==> src/rtl/exe_wb_arbiter.sv <==
// Writeback collector: per-source result FIFOs (ALU/MUL/LSU) granted round-robin to one RF write port.
// Optional WB_BYPASS_EN lets a result skip its empty FIFO and retire with one-cycle latency.
module exe_wb_arbiter #(
   parameter int FIFO_DEPTH = 4,
   parameter int SKID       = 3,
   parameter int REG_WIDTH  = 5
) (
   input  logic                  clk,
   input  logic                  rst,
   input  logic                  stall,
   input  logic                  flush,
   input  logic [REG_WIDTH+33:0] alu_wb_inf,
   input  logic [REG_WIDTH+33:0] mul_wb_inf,
   input  logic [REG_WIDTH+33:0] lsu_wb_inf,
   output logic [2:0]            src_almost_full,
   output logic                  rf_we,
   output logic [REG_WIDTH-1:0]  rf_rd,
   output logic [31:0]           rf_data,
   output logic                  wb_retire,
   output logic                  overflow_err
);
   localparam int PW    = $clog2(FIFO_DEPTH);
   localparam int CW    = PW + 1;
   localparam int ENT_W = REG_WIDTH + 33;
   localparam int AF_TH = FIFO_DEPTH - SKID;

   logic [ENT_W-1:0]     mem_q [3][FIFO_DEPTH];
   logic [PW-1:0]        wp_q [3];
   logic [PW-1:0]        wp_d [3];
   logic [PW-1:0]        rp_q [3];
   logic [PW-1:0]        rp_d [3];
   logic [CW-1:0]        cnt_q [3];
   logic [CW-1:0]        cnt_d [3];
   logic [1:0]           rr_q, rr_d;
   logic [2:0]           af_q, af_d;
   logic                 we_q, we_d;
   logic                 ret_q, ret_d;
   logic                 ovf_q, ovf_d;
   logic [REG_WIDTH-1:0] rd_q, rd_d;
   logic [31:0]          data_q, data_d;

   logic [2:0]           vld_s;
   logic [ENT_W-1:0]     ent_s [3];
   logic [2:0]           cand_s, push_s, pop_s, want_s, full_s;
   logic                 accept_s, gnt_vld_s, byp_s, ovf_set_s;
   logic [1:0]           gnt_idx_s;
   logic [ENT_W-1:0]     gnt_ent_s;

   // Split each result bus into its valid bit and the stored {register_write, rd, exe_result}.
   always_comb begin
      vld_s    = {lsu_wb_inf[ENT_W], mul_wb_inf[ENT_W], alu_wb_inf[ENT_W]};
      ent_s[0] = alu_wb_inf[ENT_W-1:0];
      ent_s[1] = mul_wb_inf[ENT_W-1:0];
      ent_s[2] = lsu_wb_inf[ENT_W-1:0];
   end

   // Round-robin grant: first candidate at or after the RR pointer, then select its entry.
   always_comb begin
      accept_s  = ~stall & ~flush;
      cand_s    = 3'b000;
      gnt_vld_s = 1'b0;
      gnt_idx_s = 2'd0;
      byp_s     = 1'b0;
      gnt_ent_s = {ENT_W{1'b0}};
      for (int i = 0; i < 3; i++) begin
`ifdef WB_BYPASS_EN
         cand_s[i] = accept_s & ((cnt_q[i] != {CW{1'b0}}) | vld_s[i]);
`else
         cand_s[i] = accept_s & (cnt_q[i] != {CW{1'b0}});
`endif
      end
      for (int k = 0; k < 3; k++) begin
         if (!gnt_vld_s && cand_s[(int'(rr_q) + k) % 3]) begin
            gnt_vld_s = 1'b1;
            gnt_idx_s = 2'((int'(rr_q) + k) % 3);
         end else begin
            gnt_vld_s = gnt_vld_s;
         end
      end
      for (int i = 0; i < 3; i++) begin
         if (gnt_vld_s && (gnt_idx_s == 2'(i))) begin
`ifdef WB_BYPASS_EN
            byp_s = (cnt_q[i] == {CW{1'b0}});
`endif
            gnt_ent_s = byp_s ? ent_s[i] : mem_q[i][rp_q[i]];
         end else begin
            gnt_ent_s = gnt_ent_s;
         end
      end
   end

   // FIFO pointer/count updates, overflow detection and next output values.
   always_comb begin
      ovf_set_s = 1'b0;
      for (int i = 0; i < 3; i++) begin
         pop_s[i]  = gnt_vld_s & (gnt_idx_s == 2'(i)) & ~byp_s;
         full_s[i] = (cnt_q[i] == CW'(FIFO_DEPTH));
         want_s[i] = accept_s & vld_s[i] & ~(byp_s & (gnt_idx_s == 2'(i)));
         push_s[i] = want_s[i] & ~full_s[i];
         ovf_set_s = ovf_set_s | (want_s[i] & full_s[i]);
         if (flush) begin
            wp_d[i]  = {PW{1'b0}};
            rp_d[i]  = {PW{1'b0}};
            cnt_d[i] = {CW{1'b0}};
         end else begin
            wp_d[i]  = wp_q[i] + PW'(push_s[i]);
            rp_d[i]  = rp_q[i] + PW'(pop_s[i]);
            cnt_d[i] = cnt_q[i] + CW'(push_s[i]) - CW'(pop_s[i]);
         end
         af_d[i] = (int'(cnt_d[i]) >= AF_TH);
      end
      rr_d   = rr_q;
      we_d   = 1'b0;
      ret_d  = 1'b0;
      rd_d   = rd_q;
      data_d = data_q;
      if (gnt_vld_s) begin
         ret_d  = 1'b1;
         rd_d   = gnt_ent_s[REG_WIDTH+31:32];
         data_d = gnt_ent_s[31:0];
         we_d   = gnt_ent_s[ENT_W-1] & (gnt_ent_s[REG_WIDTH+31:32] != {REG_WIDTH{1'b0}});
         rr_d   = (gnt_idx_s == 2'd2) ? 2'd0 : gnt_idx_s + 2'd1;
      end else begin
         rr_d = rr_q;
      end
      ovf_d = ovf_q | ovf_set_s;
   end

   // State registers, FIFO storage and registered outputs.
   always_ff @(posedge clk or posedge rst) begin
      if (rst) begin
         for (int i = 0; i < 3; i++) begin
            wp_q[i]  <= {PW{1'b0}};
            rp_q[i]  <= {PW{1'b0}};
            cnt_q[i] <= {CW{1'b0}};
            for (int j = 0; j < FIFO_DEPTH; j++) begin
               mem_q[i][j] <= {ENT_W{1'b0}};
            end
         end
         rr_q   <= 2'd0;
         af_q   <= 3'b000;
         we_q   <= 1'b0;
         ret_q  <= 1'b0;
         ovf_q  <= 1'b0;
         rd_q   <= {REG_WIDTH{1'b0}};
         data_q <= 32'd0;
      end else begin
         for (int i = 0; i < 3; i++) begin
            wp_q[i]  <= wp_d[i];
            rp_q[i]  <= rp_d[i];
            cnt_q[i] <= cnt_d[i];
            if (push_s[i]) begin
               mem_q[i][wp_q[i]] <= ent_s[i];
            end
         end
         rr_q   <= rr_d;
         af_q   <= af_d;
         we_q   <= we_d;
         ret_q  <= ret_d;
         ovf_q  <= ovf_d;
         rd_q   <= rd_d;
         data_q <= data_d;
      end
   end

   assign src_almost_full = af_q;
   assign rf_we           = we_q;
   assign rf_rd           = rd_q;
   assign rf_data         = data_q;
   assign wb_retire       = ret_q;
   assign overflow_err    = ovf_q;
endmodule
==> config.mk <==
export PLATFORM = sky130hd
export DESIGN_NAME = exe_wb_arbiter
export DESIGN_NICKNAME = d
export VERILOG_FILES = /design/src/rtl/exe_wb_arbiter.sv
export SDC_FILE = /design/constraint.sdc
export NUM_CORES = 1
export LEC_CHECK = 0
export BUFFER_PORTS_ARGS = -buffer_cell sky130_fd_sc_hd__buf_2
export CAP_MARGIN = 20
export CORE_MARGIN = 2
export CORE_UTILIZATION = 55
export DETAILED_ROUTE_END_ITERATION = 8
export GPL_TIMING_DRIVEN = 1
export HOLD_SLACK_MARGIN = 0.03
export PLACE_DENSITY_LB_ADDON = 0.08
export SETUP_SLACK_MARGIN = 0.2
export SKIP_LAST_GASP = 1
export SLEW_MARGIN = 0
export SYNTH_ARGS = -nofsm -noshare
export SYNTH_HDL_FRONTEND = slang
export SYNTH_SLANG_ARGS = --single-unit
==> constraint.sdc <==
create_clock -name clk -period 13.9 [get_ports clk]
set_input_delay 0.695 -clock clk [delete_from_list [all_inputs] [get_ports clk]]
set_output_delay 0.695 -clock clk [all_outputs]
set_load 0.05 [all_outputs]
==> results.toml <==
[status]
status = "completed"

[timing]
worst_slew_pin_slew_ns = 0.971
fin_skew_ns = 0.0155
fin_ws_ns = 9.57
rsz0062_at_grt = "no"
setup_viol = 0
max_freq_mhz = 231
finalCritPeriodShare = 0.311
relSlewSlack = 0.353
setup_tns_ns = 0
period_needed_ns = 4.33
hold_viol = 0
slew_viol_final = 0

[final_layout]
fin_cells = 2194
drive_gt1_frac = 0.521
area_delta_synth_final_pct = 14.2
fill_cells = 3060
final_nets = 1755

[global_route]
grt_busiest_layer = "met2"
grt_max_degree = 174
met1_usage = 0.359
grt_pass1_wl_mm = 85.5
groute.layer.met2.usage = 0.430
grt_use_total = 0.259
grt_pass1_vias = 14300
antenna_found_initial = 11
grt_overflow = 0
grt.met3_usage = 0.0435

[critical_path]
cp-end-kind = "flip-flop"
arrival_ns = 4.80
cp.required_ns = 14.37
cp-start-kind = "flip-flop"
crit_type = "reg2reg"
cp_max_fo = 34

[placement]
post-place-ws_ns = 9.36
place.port_buffers = 163
place_congestion = 0.759
dp_cells = 2090
dp_hpwl_mm = 32.6

[detailed_routing]
avgRoutedWirePerCell_um = 24.8
routed_via_density = 6.03
num_vias = 13200
drt_pre_antenna_iters = 4
drt_iter0_markers = 704
antenna_left = 0
drt_wl_total_mm = 54.4
drc = 0

[pwr]
seq_power_share = 0.417
totalPowerFinal_mw = 4.99
leakage_nw = 12.2
p_sw_mw = 1.56
irDropWorstVdd_mv = 0.108
p_int_mw = 3.43
p_sw_frac = 0.312
comb_power_share = 0.294
clock_power_share = 0.289
p_per_area_nw_per_um2 = 191

[logic_synthesis]
synth_simple_gate_area_frac = 0.0333
synth_edf_count = 0
ys_seq_area_frac = 0.571
synthesis.area_um2 = 22900
synthFlopType = "dfrtp_1"
synth_cell_types = 36
syn_nets = 1597
synthArstFlopShare = 1.00
synth_compound_area_frac = 0.0254
syn_avg_cell_area_um2 = 15.7
synth_fa_ha_area_frac = 0.0103
yosysWarnings = 0
synth_area_leaders = "dfrtp_1, mux2_2, mux4_2"
synthMuxAreaShare = 0.337
synth_top_area_frac = 0.571
yosysMostFrequentCell = "dfrtp_1"
syn-instance-count = 1459
ys_ff_latch = 522
ys_top_cells_by_count = "dfrtp_1, mux2_2, mux4_2, clkbuf_1, nor2_1"
synth_top_family_by_area = "multiplexers"
yosys.area_share.xor_xnor = 0.00459
yosys.area.top_type = "dfrtp_1"

[die]
pin_count = 164
coreArea_um2 = 40900
initial_core_util = 0.559
die_area_um2 = 43200
die_x_um = 208
die_height_um = 208
placementRows = 74

[job]
max_cap_viol_count = 0

[clock_network]
root_buffer = "clkbuf_16"
cts.htree.levels = 2
clk_pin_slew_worst_paths_ns = 0.06
cts_resized = 0
clk_latency_ns = 0.60
cts_hold_buf = 0
cts_made_buffers = 54
cts_tree = "yes"
clk_path_buf_depth = 3
postCtsSetupBuffers = 0
cts.sinks = 522

[min_path]
min_path_type = "in2async"
-- critical path, stage by stage, from the launching register on --
cell,delay [ns]
dfrtp_1,0.35
inv_1,0.06
ha_1,0.34
o311ai_0,0.75
a211oi_4,0.11
buf_4,0.34
nor4_2,0.58
ha_1,0.36
inv_1,0.05
ha_1,0.13
inv_1,0.05
fa_1,0.36
xor2_1,0.16
xnor2_1,0.14
nor2_1,0.07
or3_1,0.33
-- power by group through the flow --
stage               registers (mW)  clock network (mW)  logic, mW
floorplan                     2.25                   0      0.923
global placement              2.09                   0       1.44
detailed placement            2.11                   0       1.48
CTS                           2.08                1.47       1.48
global route                  2.13                1.54       1.58
finish                        2.08                1.44       1.47
-- routing by layer --
metal | vias up | wire, µm
li1 | 5745 | -
met1 | 7147 | 24000
met3 | 80 | 2310
met2 | 247 | 27000
met4 | 12 | 1060
met5 | - | 77
-- worst paths after layout --
path                       slack (ns)  depth (start not counted)     startpoint                 end
setup reg to reg                 9.57                         15        rr_q[0]  src_almost_full[0]
setup / recovery                 9.57                         15        rr_q[0]  src_almost_full[0]
max in group asynchronous       11.49                          5            rst           mem_q[12]
hold reg to reg                  0.46                          1   overflow_err        overflow_err
min in group clk                 0.37                          2  mul_wb_inf[2]          mem_q[154]
hold / removal                   0.27                          2            rst        overflow_err
-- through the flow --
| stage | hold slack (ns) | area [µm²] | utilization |
|---|---|---|---|
| 6_report | 0.274 | 26100 | 0.639 |
| 5_1_grt | 0.336 | 26100 | 0.638 |
| 4_1_cts | 0.283 | 26000 | 0.636 |
| 3_5_place_dp | 0.451 | 24300 | 0.593 |
| 3_3_place_gp | 0.476 | 24300 | 0.593 |
| 2_1_floorplan | 0.474 | 22900 | - |
-- logic make-up (layout without fill, tap and decap cells) --
kind of cell / after synthesis / in the layout
buffers and inverters: 107 / 304
other: 0 / 6
AOI/OAI and AO/OA: 80 / 80
adders and majority gates: 17 / 17
DFF: 522 / 522
muxes: 571 / 571
xor gates and xnor gates: 12 / 12
and+or+nand+nor: 150 / 150
-- registers in the layout, summed over array words and instances (netlist names) --
name and count:
cnt_q 9, mem_q 456, overflow_err 1, rf_data 32
rf_rd 5, rf_we 1, rp_q 6, rr_q 2
src_almost_full 3, wb_retire 1, wp_q 6
-- cells in the final DEF, fill, tap and decap left out, types with 27 or more instances in the layout --
master	netlist	routed
a21oi_1	34	34
a221oi_1	36	36
buf_2	13	163
buf_4	0	27
clkbuf_16	0	57
dfrtp_1	522	516
mux2_2	456	456
mux4_2	114	114
nor2_1	53	53
nor2b_1	43	43
-- final cells by class --
class	count	area (µm²)	share of cell area
sequential	522	13100	0.500
multi-input combinational	830	9450	0.362
clock buffer	81	1590	0.0607
timing repair buffer	194	1110	0.0426
tap	532	666	0.0255
clock inverter	14	173	0.00661
inverter	15	60.1	0.00230
antenna	6	15.0	0.000574
Power figures use the tool's default switching activity.
